File: src/rtl/pc_pkg.sv
// Shared types and helpers for the program-counter block with return stack.
package pc_pkg;

  localparam int unsigned DEFAULT_DEPTH = 4;
  localparam int unsigned PTR_W         = $clog2(DEFAULT_DEPTH);

  typedef enum logic [2:0] {
    OP_HOLD,
    OP_INC,
    OP_BRANCH,
    OP_CALL,
    OP_RET,
    OP_LOAD
  } pc_op_t;

  // Collapses the raw control strobes into the single action taken this cycle.
  function automatic pc_op_t resolve_op(
    input logic enable,
    input logic ret,
    input logic call,
    input logic branch,
    input logic inc
  );
    pc_op_t op;
    if (enable)      op = OP_LOAD;
    else if (ret)    op = OP_RET;
    else if (call)   op = OP_CALL;
    else if (branch) op = OP_BRANCH;
    else if (inc)    op = OP_INC;
    else             op = OP_HOLD;
    return op;
  endfunction

endpackage

File: src/rtl/pc_stack_register_return_stack.sv
// Circular LIFO of return addresses; a push when full overwrites the oldest entry.
module return_stack
  import pc_pkg::*;
#(
  parameter int unsigned DATA_WIDTH = 32,
  parameter int unsigned DEPTH      = DEFAULT_DEPTH
) (
  input  logic                  clock,
  input  logic                  clear,
  input  logic                  push,
  input  logic                  pop,
  input  logic [DATA_WIDTH-1:0] push_data,
  output logic [DATA_WIDTH-1:0] top,
  output logic                  empty,
  output logic                  full,
  output logic                  err
);

  localparam int unsigned SP_W = $clog2(DEPTH);

  logic [DATA_WIDTH-1:0] r_mem [DEPTH];
  logic [SP_W-1:0]       r_sp;
  logic [SP_W:0]         r_count;
  logic                  r_err;
  logic                  w_empty;
  logic                  w_full;

  assign w_empty = (r_count == '0);
  assign w_full  = (r_count == (SP_W+1)'(DEPTH));

  // r_sp is the next write slot, so the top entry sits one below it.
  assign top   = r_mem[r_sp - SP_W'(1)];
  assign empty = w_empty;
  assign full  = w_full;
  assign err   = r_err;

  always_ff @(posedge clock) begin
    if (clear) begin
      r_sp    <= '0;
      r_count <= '0;
      r_err   <= 1'b0;
    end else if (pop) begin
      if (w_empty) begin
        r_err <= 1'b1;
      end else begin
        r_sp    <= r_sp - SP_W'(1);
        r_count <= r_count - (SP_W+1)'(1);
      end
    end else if (push) begin
      r_sp <= r_sp + SP_W'(1);
      if (w_full) r_err   <= 1'b1;
      else        r_count <= r_count + (SP_W+1)'(1);
    end
  end

  always_ff @(posedge clock) begin
    if (push && !pop && !clear) r_mem[r_sp] <= push_data;
  end

endmodule

File: src/rtl/pc_stack_register.sv
// Program counter with load, step increment, relative branch and call/return stack.
module pc_stack_register
  import pc_pkg::*;
#(
  parameter int unsigned           DATA_WIDTH   = 32,
  parameter logic [DATA_WIDTH-1:0] INIT         = '0,
  parameter int unsigned           STEP         = 1,
  parameter int unsigned           OFFSET_WIDTH = 19,
  parameter int unsigned           DEPTH        = DEFAULT_DEPTH
) (
  input  logic                    clock,
  input  logic                    clear,
  input  logic                    enable,
  input  logic                    inc,
  input  logic                    branch,
  input  logic [OFFSET_WIDTH-1:0] offset,
  input  logic                    call,
  input  logic                    ret,
  input  logic [DATA_WIDTH-1:0]   BusMuxOut,
  output logic [DATA_WIDTH-1:0]   BusMuxIn,
  output logic                    stack_empty,
  output logic                    stack_full,
  output logic                    stack_err
);

  logic [DATA_WIDTH-1:0] r_pc = INIT;
  logic [DATA_WIDTH-1:0] w_pc_next;
  logic [DATA_WIDTH-1:0] w_pc_step;
  logic [DATA_WIDTH-1:0] w_offset_ext;
  logic [DATA_WIDTH-1:0] w_top;
  logic                  w_empty;
  logic                  w_push;
  logic                  w_pop;
  pc_op_t                w_op;

  assign w_op         = resolve_op(enable, ret, call, branch, inc);
  assign w_pc_step    = r_pc + DATA_WIDTH'(STEP);
  assign w_offset_ext = {{(DATA_WIDTH-OFFSET_WIDTH){offset[OFFSET_WIDTH-1]}}, offset};
  assign w_push       = (w_op == OP_CALL);
  assign w_pop        = (w_op == OP_RET);

  always_comb begin
    w_pc_next = r_pc;
    unique case (w_op)
      OP_LOAD:   w_pc_next = BusMuxOut;
      OP_RET:    w_pc_next = w_empty ? r_pc : w_top;
      OP_CALL:   w_pc_next = BusMuxOut;
      OP_BRANCH: w_pc_next = r_pc + w_offset_ext;
      OP_INC:    w_pc_next = w_pc_step;
      default:   w_pc_next = r_pc;
    endcase
  end

  always_ff @(posedge clock) begin
    if (clear) r_pc <= INIT;
    else       r_pc <= w_pc_next;
  end

  return_stack #(
    .DATA_WIDTH (DATA_WIDTH),
    .DEPTH      (DEPTH)
  ) u_return_stack (
    .clock     (clock),
    .clear     (clear),
    .push      (w_push),
    .pop       (w_pop),
    .push_data (w_pc_step),
    .top       (w_top),
    .empty     (w_empty),
    .full      (stack_full),
    .err       (stack_err)
  );

  assign BusMuxIn    = r_pc;
  assign stack_empty = w_empty;

endmodule

File: config.mk
export PLATFORM = sky130hd
export DESIGN_NAME = pc_stack_register
export DESIGN_NICKNAME = d
export VERILOG_FILES = /design/src/rtl/pc_pkg.sv /design/src/rtl/pc_stack_register_return_stack.sv /design/src/rtl/pc_stack_register.sv
export SDC_FILE = /design/constraint.sdc
export NUM_CORES = 1
export LEC_CHECK = 0
export ABC_CLOCK_PERIOD_IN_PS = 4000
export CORE_MARGIN = 5
export CORE_UTILIZATION = 59
export CTS_BUF_LIST = sky130_fd_sc_hd__clkbuf_2
export CTS_CLUSTER_DIAMETER = 120
export DETAILED_ROUTE_END_ITERATION = 10
export PLACE_DENSITY = 0.82
export SYNTH_ARGS = -nofsm -noshare
export SYNTH_HDL_FRONTEND = slang
export SYNTH_SLANG_ARGS = --single-unit
File: constraint.sdc
create_clock -name clock -period 4 [get_ports clock]
set_input_delay 0.8 -clock clock [delete_from_list [all_inputs] [get_ports clock]]
set_output_delay 0.8 -clock clock [all_outputs]
set_load 0.05 [all_outputs]
==> reports/metrics.yaml <==
outcome:
  status: "complete, no violations"
logic_synthesis:
  async_flop_share_pct: 0
  syn_nets: 878
  ys_seq_area_share_pct: 50.4
  synth_flop_cell: "edfxtp_1"
  synth-seq-cells: 166
  synth_area_mm2: 0.00914
  yosysUniqueCellTypes: 69
  synth_edf_count: 128
  yosysWarningCount: 0
  netlist_instances: 782
  syn_area_per_cell_um2: 11.7
worst_setup_path:
  critical_path_class: "reg -> out"
  cp_top_family: "buffers and inverters"
  max_stage_delay_ns: 0.92
  slowest_stage: "clkdlybuf4s50_1"
  rrSetupSlack_ns: 0.82
  regToRegStartpoint: "BusMuxIn[0]"
  arrival_ns: 2.60
  critPathRequiredTime_ns: 3.20
  crit_buf_inv: 1
  crit_fanout: 5
  path_cells: "nor3_1, clkdlybuf4s50_1"
  reg2reg_depth: 9
  r2r-end: "BusMuxIn[26]"
  critPathCaptureType: "output port"
  critPathLaunchType: "flip-flop"
cells_and_area:
  diodes: 0
  regArea_mm2: 0.00461
  multi_input_area_mm2: 0.00430
  nFillCells: 1128
  syn_to_final_growth_pct: 16.5
  fin_nets: 974
  drive_gt1_share_pct: 13.2
clock_network:
  cts_sinks: 166
  htreeDepth: 4
  root_buffer: "clkbuf_2"
  clk_transition_reported_paths_ns: 0.28
  post_cts_buffers: 0
  cts_made_buffers: 17
  cts_resized: 0
  cts_tree: "built"
  clk_latency_ns: 0.79
  cts.path.max_buffers: 2
  postCtsHoldBufs: 0
drt:
  top_layer_used: "met4"
  dr.pass1.iters: 6
  vias: 7314
  wl_met1_mm: 10.6
  routed-wl-met2_mm: 12.5
  met3_length_mm: 2.28
  wl_per_cell_um: 24.3
  vias_per_cell: 6.78
  drt_iter0_markers: 1086
  routed_wl_mm: 26.2
  drc: 0
  ant_nets: 0
timing:
  final-setup-viol-count: 0
  clock_skew_ns: 0.0331
  maxSlewViolCount: 0
  finalCriticalPeriod_ns: 3.40
  tightest_slew_ns: 0.924
  relSlewSlack_pct: 38.2
  timing.final.crit_share_pct: 85.1
  holdWs_ns: 0.535
  finalHoldViolCount: 0
  clock.fmax_mhz: 294
  finalSetupTns_ns: 0
  rsz0062_at_grt: "false"
grt:
  antenna_found_initial: 0
  overflow: 0
  grt_max_degree: 39
  grt_pass1_wl_mm: 40.9
  grt_usage_pct: 29.5
  grt_pass1_vias: 7331
place:
  portBuffers: 92
  routabilityCongestion: 0.955
  post-dp-hpwl_mm: 18.4
hold_path:
  hp-start: "u_return_stack.err"
  holdCritPathClass: "reg -> reg"
  min_path_cells: 2
  whs_endpoint: "u_return_stack.err"
power_and_ir_drop:
  ir_worst_vdd_uv: 314
  p_int_uw: 2630
  seq_power_share_pct: 49.0
  power.density_mw_per_mm2: 388
  p_switching_uw: 1500
  switching_share_pct: 36.3
  p_comb_share_pct: 29.2
  p_leak_uw: 0.00373
  power_uw: 4130
  clkPwrFrac_pct: 21.8
die:
  die_area_mm2: 0.0181
  die_y_um: 134
  start_util_pct: 60.1
  rows: 45
  core-area_mm2: 0.0152
  die_w_um: 134
  io_pins: 93
job:
  maxCapViolations: 0
## layout make-up
type | instances | share of cell area, %
sequential | 166 | 43.3
multi-input combinational | 555 | 40.4
timing repair buffer | 121 | 11.3
tap | 188 | 2.21
clock inverter | 15 | 1.49
clock buffer | 17 | 0.799
inverter | 17 | 0.599
## synthesized netlist by cell type (4+ instances only)
cell | n | share of area (%)
mux4_2 | 32 | 7.9
a21o_1 | 11 | 0.90
edfxtp_1 | 128 | 42
buf_2 | 9 | 0.49
ha_1 | 36 | 4.9
dfxtp_1 | 38 | 8.3
a311oi_1 | 5 | 0.48
clkbuf_1 | 32 | 1.3
o31ai_1 | 6 | 0.49
a21oi_1 | 48 | 2.6
nand2_1 | 54 | 2.2
a31oi_1 | 8 | 0.55
inv_1 | 17 | 0.70
xnor2_1 | 27 | 2.6
o21ai_0 | 32 | 1.8
and3_1 | 11 | 0.75
or3_1 | 4 | 0.27
nor2_1 | 60 | 2.5
nand3_1 | 26 | 1.4
xor2_1 | 26 | 2.5
o21a_1 | 4 | 0.33
a221o_1 | 8 | 0.88
nand4_1 | 12 | 0.82
nor3_1 | 24 | 1.3
a221oi_1 | 25 | 2.4
and4_1 | 4 | 0.38
o21bai_1 | 4 | 0.33
and2_1 | 10 | 0.68
a211oi_1 | 5 | 0.41
o211ai_1 | 9 | 0.74
## flip-flops by register name, summed over array words and instances, names as in the netlist
signal	count
BusMuxIn	32
u_return_stack.r_sp	2
u_return_stack.err	1
u_return_stack.r_count	3
u_return_stack.r_mem	128
## power groups by stage
stage | logic (uW) | registers [uW] | clock network (uW)
3_3_place_gp | 1160 | 2050 | 0
5_1_grt | 1290 | 2030 | 994
6_report | 1200 | 2020 | 902
3_5_place_dp | 1180 | 2060 | 0
4_1_cts | 1190 | 2020 | 914
2_1_floorplan | 687 | 2160 | 0
## worst reg2reg max path, delay by kind of cell, from the launching register on
family | cells | cell delay [ns]
AOI/OAI and AO/OA | 2 | 0.24
adders and majority gates | 1 | 0.25
xor gates and xnor gates | 1 | 0.31
and+or+nand+nor | 5 | 1.78
DFF | 1 | 0.55
## layout by cell type (no fill, tap or decap), types with 5 or more instances in the layout
| master | instances |
|---|---|
| a211oi_1 | 5 |
| a21o_1 | 11 |
| a21oi_1 | 48 |
| a221o_1 | 8 |
| a221oi_1 | 25 |
| a311oi_1 | 5 |
| a31oi_1 | 8 |
| and2_1 | 10 |
| and3_1 | 11 |
| buf_12 | 5 |
| buf_4 | 24 |
| clkbuf_2 | 17 |
| clkdlybuf4s50_1 | 92 |
| dfxtp_1 | 37 |
| edfxtp_1 | 128 |
| ha_1 | 36 |
| inv_1 | 17 |
| mux4_2 | 32 |
| nand2_1 | 54 |
| nand3_1 | 26 |
| nand4_1 | 12 |
| nor2_1 | 58 |
| nor3_1 | 24 |
| o211ai_1 | 9 |
| o21ai_0 | 32 |
| o31ai_1 | 6 |
| xnor2_1 | 27 |
| xor2_1 | 26 |
## worst max-delay path by stage
stage,from,to,slack [ns],depth (start not counted)
final,u_return_stack.r_count[1],stack_empty,0.60,2
after global routing,u_return_stack.r_count[1],stack_empty,0.45,2
after CTS,u_return_stack.r_count[1],stack_empty,0.52,2
after detailed placement,offset[0],BusMuxIn[26],0.22,11
after global placement,offset[0],BusMuxIn[26],0.29,11
after floorplan,u_return_stack.r_sp[0],BusMuxIn[20],0.67,12
## stage by stage
step                cells  area (um^2)  setup slack [ns]  utilization [%]
floorplan             782         9140             0.668                -
global placement     1047        10400             0.285             68.4
detailed placement   1047        10400             0.216             68.4
CTS                  1079        10600             0.520             70.0
global route         1079        10600             0.450             70.0
finish               1079        10600             0.597             70.0
## routing by layer
| metal | GRT usage [%] | vias to the layer above |
|---|---|---|
| met5 | 0 | - |
| met4 | 10.7 | 0 |
| met3 | 4.76 | 69 |
| met2 | 47.9 | 444 |
| met1 | 40.4 | 3550 |
| li1 | - | 3251 |
## kinds of logic (layout without fill, tap and decap cells)
| kind of cell | count (synthesis) | after routing | share of synthesized area (%) |
|---|---|---|---|
| buffers and inverters | 61 | 170 | 2.71 |
| DFF | 166 | 166 | 50.4 |
| adders and majority gates | 38 | 38 | 5.37 |
| AOI/OAI and AO/OA | 202 | 202 | 15.9 |
| and+or+nand+nor | 227 | 227 | 12.3 |
| xor gates and xnor gates | 53 | 53 | 5.08 |
| muxes | 35 | 35 | 8.22 |
No activity file was read; power rests on OpenSTA's default activity.
